--- src/rtl/bcd_pkg.sv ---
// bcd_pkg: shared types and constants for the sequential binary-to-BCD converter
package bcd_pkg;
  typedef enum logic [1:0] {IDLE, SHIFT, DONE} bcd_state_t;
  localparam int BCD_DIGIT_W = 4;
  function automatic int min_digits(input int width);
    int v, d;
    v = (1 << width) - 1;
    d = 1;
    for (int i = 0; i < 6; i++) if (v >= 10) begin
      v = v / 10;
      d++;
    end
    return d;
  endfunction
endpackage

--- src/rtl/bin2bcd_seq_ctrl_if.sv ---
// bin2bcd_seq_ctrl_if: producer/consumer handshake bundle of the BCD converter
interface bin2bcd_seq_ctrl_if import bcd_pkg::*; #(parameter int WIDTH = 8, parameter int DIGITS = 3);
  logic in_valid, in_ready, out_valid, out_ready, busy;
  logic [WIDTH-1:0] in_bin;
  logic [BCD_DIGIT_W*DIGITS-1:0] out_bcd;
  modport master(output in_valid, in_bin, out_ready, input in_ready, out_valid, out_bcd, busy);
  modport slave(input in_valid, in_bin, out_ready, output in_ready, out_valid, out_bcd, busy);
endinterface

--- src/rtl/bcd_digit_adj.sv ---
// bcd_digit_adj: add-3 correction of one BCD digit before it is doubled
module bcd_digit_adj import bcd_pkg::*; (
  input  logic [BCD_DIGIT_W-1:0] d,
  output logic [BCD_DIGIT_W-1:0] q
);
  assign q = d >= 4'd5 ? d + 4'd3 : d;
endmodule

--- src/rtl/bin2bcd_seq_ctrl.sv ---
// bin2bcd_seq_ctrl: shift-and-add-3 converter reusing one correction row per input bit
module bin2bcd_seq_ctrl import bcd_pkg::*; #(
  parameter int WIDTH  = 8,
  parameter int DIGITS = 3
) (
  input logic clk,
  input logic rst_n,
  bin2bcd_seq_ctrl_if.slave bus
);
  localparam int CW = $clog2(WIDTH + 1);
  localparam int BW = BCD_DIGIT_W * DIGITS;
  if (WIDTH < 4 || WIDTH > 16 || DIGITS < min_digits(WIDTH)) begin : g_chk
    $error("bin2bcd_seq_ctrl: illegal WIDTH/DIGITS combination");
  end
  bcd_state_t state_q;
  logic [WIDTH-1:0] bin_q;
  logic [BW-1:0] bcd_q, adj;
  logic [CW-1:0] cnt_q;
  logic accept;
  for (genvar i = 0; i < DIGITS; i++) begin : g_adj
    bcd_digit_adj u_adj (
      .d(bcd_q[i*BCD_DIGIT_W +: BCD_DIGIT_W]),
      .q(adj[i*BCD_DIGIT_W +: BCD_DIGIT_W])
    );
  end
  // out_ready reaches in_ready in DONE so a result and the next input swap in one cycle
  assign bus.in_ready  = state_q == IDLE || (state_q == DONE && bus.out_ready);
  assign bus.out_valid = state_q == DONE;
  assign bus.busy      = state_q == SHIFT;
  assign bus.out_bcd   = bcd_q;
  assign accept        = bus.in_valid && bus.in_ready;
  always_ff @(posedge clk or negedge rst_n)
    if (!rst_n) begin
      state_q <= IDLE;
      bin_q   <= '0;
      bcd_q   <= '0;
      cnt_q   <= '0;
    end else if (accept) begin
      state_q <= SHIFT;
      bin_q   <= bus.in_bin;
      bcd_q   <= '0;
      cnt_q   <= CW'(WIDTH);
    end else if (state_q == SHIFT) begin
      bin_q   <= {bin_q[WIDTH-2:0], 1'b0};
      bcd_q   <= {adj[BW-2:0], bin_q[WIDTH-1]};
      cnt_q   <= cnt_q - 1'b1;
      state_q <= cnt_q == CW'(1) ? DONE : SHIFT;
    end else if (state_q == DONE && bus.out_ready) begin
      state_q <= IDLE;
    end
endmodule
--- src/flat_wrapper.sv ---
// flat-port wrapper written by rule: the top's interface ports become plain ports
module bin2bcd_seq_ctrl_flat import bcd_pkg::*;
#(
  parameter int WIDTH  = 8,
  parameter int DIGITS = 3
)
  (clk, rst_n, bus_in_valid, bus_in_bin, bus_out_ready, bus_in_ready, bus_out_valid, bus_out_bcd, bus_busy);
  bin2bcd_seq_ctrl_if #(.WIDTH(WIDTH), .DIGITS(DIGITS)) bus_i ();
  input logic clk;
  input logic rst_n;
  input wire logic [$bits(bus_i.in_valid)-1:0] bus_in_valid;
  input wire logic [$bits(bus_i.in_bin)-1:0] bus_in_bin;
  input wire logic [$bits(bus_i.out_ready)-1:0] bus_out_ready;
  output wire logic [$bits(bus_i.in_ready)-1:0] bus_in_ready;
  output wire logic [$bits(bus_i.out_valid)-1:0] bus_out_valid;
  output wire logic [$bits(bus_i.out_bcd)-1:0] bus_out_bcd;
  output wire logic [$bits(bus_i.busy)-1:0] bus_busy;
  assign bus_i.in_valid = bus_in_valid;
  assign bus_i.in_bin = bus_in_bin;
  assign bus_i.out_ready = bus_out_ready;
  assign bus_in_ready = bus_i.in_ready;
  assign bus_out_valid = bus_i.out_valid;
  assign bus_out_bcd = bus_i.out_bcd;
  assign bus_busy = bus_i.busy;
  bin2bcd_seq_ctrl #(.WIDTH(WIDTH), .DIGITS(DIGITS)) u_core (.clk(clk), .rst_n(rst_n), .bus(bus_i));
endmodule
--- config.mk ---
export PLATFORM = sky130hd
export DESIGN_NAME = bin2bcd_seq_ctrl_flat
export DESIGN_NICKNAME = d
export VERILOG_FILES = /design/src/rtl/bcd_pkg.sv /design/src/rtl/bin2bcd_seq_ctrl_if.sv /design/src/rtl/bcd_digit_adj.sv /design/src/rtl/bin2bcd_seq_ctrl.sv /design/src/flat_wrapper.sv
export SDC_FILE = /design/constraint.sdc
export NUM_CORES = 1
export LEC_CHECK = 0
export ABC_AREA = 0
export CAP_MARGIN = 20
export CORE_MARGIN = 1.5
export CORE_UTILIZATION = 50
export DETAILED_ROUTE_END_ITERATION = 8
export PLACE_DENSITY = 0.79
export SLEW_MARGIN = 20
export SYNTH_ARGS = -nofsm -noshare
export SYNTH_HDL_FRONTEND = slang
export SYNTH_SLANG_ARGS = --single-unit
--- constraint.sdc ---
create_clock -name clk -period 1.62 [get_ports clk]
set_input_delay 0.243 -clock clk [delete_from_list [all_inputs] [get_ports clk]]
set_output_delay 0.243 -clock clk [all_outputs]
set_load 0.01 [all_outputs]
==> results of run 1 <==
## final cells by class
type | count | area share (%)
flip-flops and latches | 26 | 37.1
multi-input cells | 81 | 35.5
repair buffers | 39 | 21.1
inverters | 10 | 2.12
well taps | 30 | 2.12
clock buffers | 4 | 2.05
## worst min-delay path by stage
stage                                startpoint                           endpoint  slack (ps)  cells past startpoint
global placement    u_core.bin_q[7]$_DFFE_PN0P_  u_core.bus.out_bcd[0]$_DFFE_PN0P_         470                      2
detailed placement  u_core.bin_q[7]$_DFFE_PN0P_  u_core.bus.out_bcd[0]$_DFFE_PN0P_         480                      2
global route                              rst_n  u_core.bus.out_bcd[0]$_DFFE_PN0P_         270                      2
floorplan                                 rst_n        u_core.bin_q[0]$_DFFE_PN0P_         -50                      0
CTS                                       rst_n  u_core.bus.out_bcd[0]$_DFFE_PN0P_         260                      2
finish                                    rst_n  u_core.bus.out_bcd[3]$_DFFE_PN0P_         260                      2
## cell usage in the layout (no fill, tap or decap), types with 2 or more instances in the layout
master,count
clkbuf_4,3
inv_1,9
dlygate4sd2_1,2
a21oi_2,3
nor2_1,4
o21ai_0,4
nand2b_1,4
a22o_1,4
dfrtp_1,21
o22ai_1,4
mux2i_1,3
dlymetal6s2s_1,2
xnor2_1,4
xor2_1,3
nor2b_1,8
o31ai_1,4
a21oi_1,2
a32o_1,3
o32ai_1,2
clkdlybuf4s50_1,21
ha_1,7
buf_4,12
a221o_1,7
nand2_1,9
dfrtp_2,5
## metal layers
layer	vias up	share of wire, %	track usage, %	routed length [um]
met1	530	46	28.5	1290
li1	512	-	-	-
met3	2	2.1	3.01	57
met5	-	0	0	0
met2	13	51	33.7	1410
met4	0	0.54	10.0	15
## registers in the layout, summed over array words and instances, names as in the netlist
name	count
u_core.bus.out_bcd	12
u_core.cnt_q	4
u_core.state_q	2
u_core.bin_q	8
## power by group through the flow
stage	Sequential (uW)	Clock [uW]	Combinational [uW]
floorplan	677	0	16.0
global placement	679	0	60.7
detailed placement	679	0	63.2
CTS	667	347	63.5
global route	668	372	69.5
finish	667	340	62.3
## per-stage QoR
stage	power (uW)	cell area, um^2	cells
after global routing	1110	1770	190
after CTS	1080	1750	189
after global placement	740	1680	182
final	1070	1770	190
after detailed placement	742	1680	182
after floorplan	693	1330	121
## synthesized netlist by cell type, drive strengths merged
cell type | count | area, um^2
and2 | 1 | 6.26
ha | 8 | 100
inv | 10 | 37.5
a221o | 7 | 70.1
o32ai | 2 | 17.5
clkbuf | 1 | 3.75
dfrtp | 26 | 651
a32o | 3 | 30.0
nand2 | 9 | 33.8
xor2 | 3 | 26.3
buf | 3 | 17.5
nor2 | 4 | 15.0
o21ai | 4 | 20.0
a22o | 4 | 35.0
mux2i | 3 | 30.0
o31ai | 4 | 30.0
nand2b | 5 | 38.8
nor2b | 8 | 50.1
o22ai | 4 | 25.0
nand3 | 1 | 5.00
nor4 | 1 | 6.26
xnor2 | 4 | 35.0
a21oi | 6 | 41.3
## kinds of logic after synthesis
logic type	after synthesis	synth area share, %
multiplexers	3	2.27
XOR/XNOR	7	4.63
buffers and inverters	14	4.44
AO/OA/AOI/OAI	34	20.3
AND/OR/NAND/NOR	29	11.7
adder cells (fa/ha/maj)	8	7.55
flip-flops	26	49.1
## repair_timing
action / 4_1_cts / 5_1_grt
endpoints found under the setup margin: 3 / 7
gates resized for setup: 8 / 8
buffers inserted: 3 / 1
pin swaps: 0 / 1
==> flow_metrics.env, run 1 <==
export IMPL_peakVddDrop_mv=0.534
export IMPL_critPathMaxFanout=6
export IMPL_vias=1057
export IMPL_hold_viol_final=0
export IMPL_clk_pin_slew_ps=150
export IMPL_first_iter_violations=13
export IMPL_cap_violations=0
export IMPL_rows=18
export IMPL_path_class="register to output pin"
export IMPL_max_slew_margin_pct=58.6
export IMPL_drv_slew=0
export IMPL_yosys_warnings=0
export IMPL_layout_drive_gt1_share_pct=18.8
export IMPL_worstSetupStartpointType="register"
export IMPL_avgSynthCellArea_um2=11.0
export IMPL_fin_nets=181
export IMPL_power_density_nw_per_um2=604
export IMPL_numCtsBuffers=3
export IMPL_pwr_share_comb_pct=5.8
export IMPL_ys_types=27
export IMPL_viasPerCell=5.56
export IMPL_cts_sinks=26
export IMPL_tritoncts="built"
export IMPL_drtAntennaViolNets=0
export IMPL_switching_power_uw=233
export IMPL_io_pins=27
export IMPL_start_util_pct=53.0
export IMPL_multi_input_area_um2=629
export IMPL_drcViolationCount=0
export IMPL_synth_area_um2=1330
export IMPL_wirelength_um=2770
export IMPL_power_leakage_uw=0.000869
export IMPL_cp_depth=1
export IMPL_die_width_um=54.5
export IMPL_arrival_ps=1330
export IMPL_crit_start="u_core.bus.out_bcd[2]$_DFFE_PN0P_"
export IMPL_holdWs_ps=257
export IMPL_fin_crit_sh_pct=97.3
export IMPL_switching_share_pct=21.8
export IMPL_setup_viol=0
export IMPL_rsz0062_at_grt="false"
export IMPL_grt_pass1_vias=986
export IMPL_seq_area_frac_synth_pct=49.1
export IMPL_path_delay_family="buffers and inverters"
export IMPL_cpMaxStageDelayCell="clkdlybuf4s50_1"
export IMPL_grt_ovfl_total=0
export IMPL_ys_seq_elements=26
export IMPL_cpPeakStageDelay_ps=560
export IMPL_cp_end_kind="output pin"
export IMPL_hold_path_class="primary input to asynchronous set/reset pin"
export IMPL_syn_nets=141
export IMPL_wl_per_cell_um=14.6
export IMPL_endpoint="bus_out_bcd[2]"
export IMPL_grt_pass1_wl_um=4410
export IMPL_area_growth_pct=33.7
export IMPL_worst_endpoint_required_ps=1380
export IMPL_synthCells=121
export IMPL_gp_congestion=0.757
export IMPL_dr_pass1_iters=4
export IMPL_fill_cells=184
export IMPL_p_int_uw=836
export IMPL_io_buffers=26
export IMPL_clockRootBuffer="clkbuf_4"
export IMPL_htreeDepth=1
export IMPL_hpwl_um=1950
export IMPL_path_buf_inv=1
export IMPL_power_frac_clock_pct=31.8
export IMPL_worst_slack_ps=43.9
export IMPL_fmax_mhz=634
export IMPL_dieArea_um2=2970
export IMPL_clockBufferDepth=2
export IMPL_rrSetupSlack_ps=130
export IMPL_track_usage_pct=21.2
export IMPL_grt_max_degree=27
export IMPL_hold_buffers=0
export IMPL_design_core_area_um2=2500
export IMPL_die_h_um=54.5
export IMPL_path_cells="clkdlybuf4s50_1"
export IMPL_period_minus_slack_ps=1580
export IMPL_r2r_end="u_core.bus.out_bcd[7]$_DFFE_PN0P_"
export IMPL_dp_slack_ps=-193
export IMPL_power_frac_seq_pct=62.4
export IMPL_diodes=0
export IMPL_outcome="finished, final reports clean"
export IMPL_seqCellArea_um2=657
export IMPL_r2r_start="u_core.state_q[0]$_DFFE_PN0P_"
export IMPL_skew_ps=5.65
export IMPL_insertion_delay_ps=330
export IMPL_worstMarginPinSlew_ps=615
export IMPL_finalSetupTns_ps=0
export IMPL_utilization_pct=70.9
export IMPL_reg2reg_depth=6
export IMPL_grt_antenna_before_repair=0
(Power assumes the default switching activity.)
==> run 2, diff against run 1 <==
Settings changed: CTS_CLUSTER_SIZE set to 10.
==> results of run 2 <==
Final layout, timing and power as in run 1 (identical DEF).
==> run 3, diff against run 2 <==
Settings changed: CAP_MARGIN 20 to 25.
==> results of run 3 <==
Final layout, timing and power as in run 1 (identical DEF).
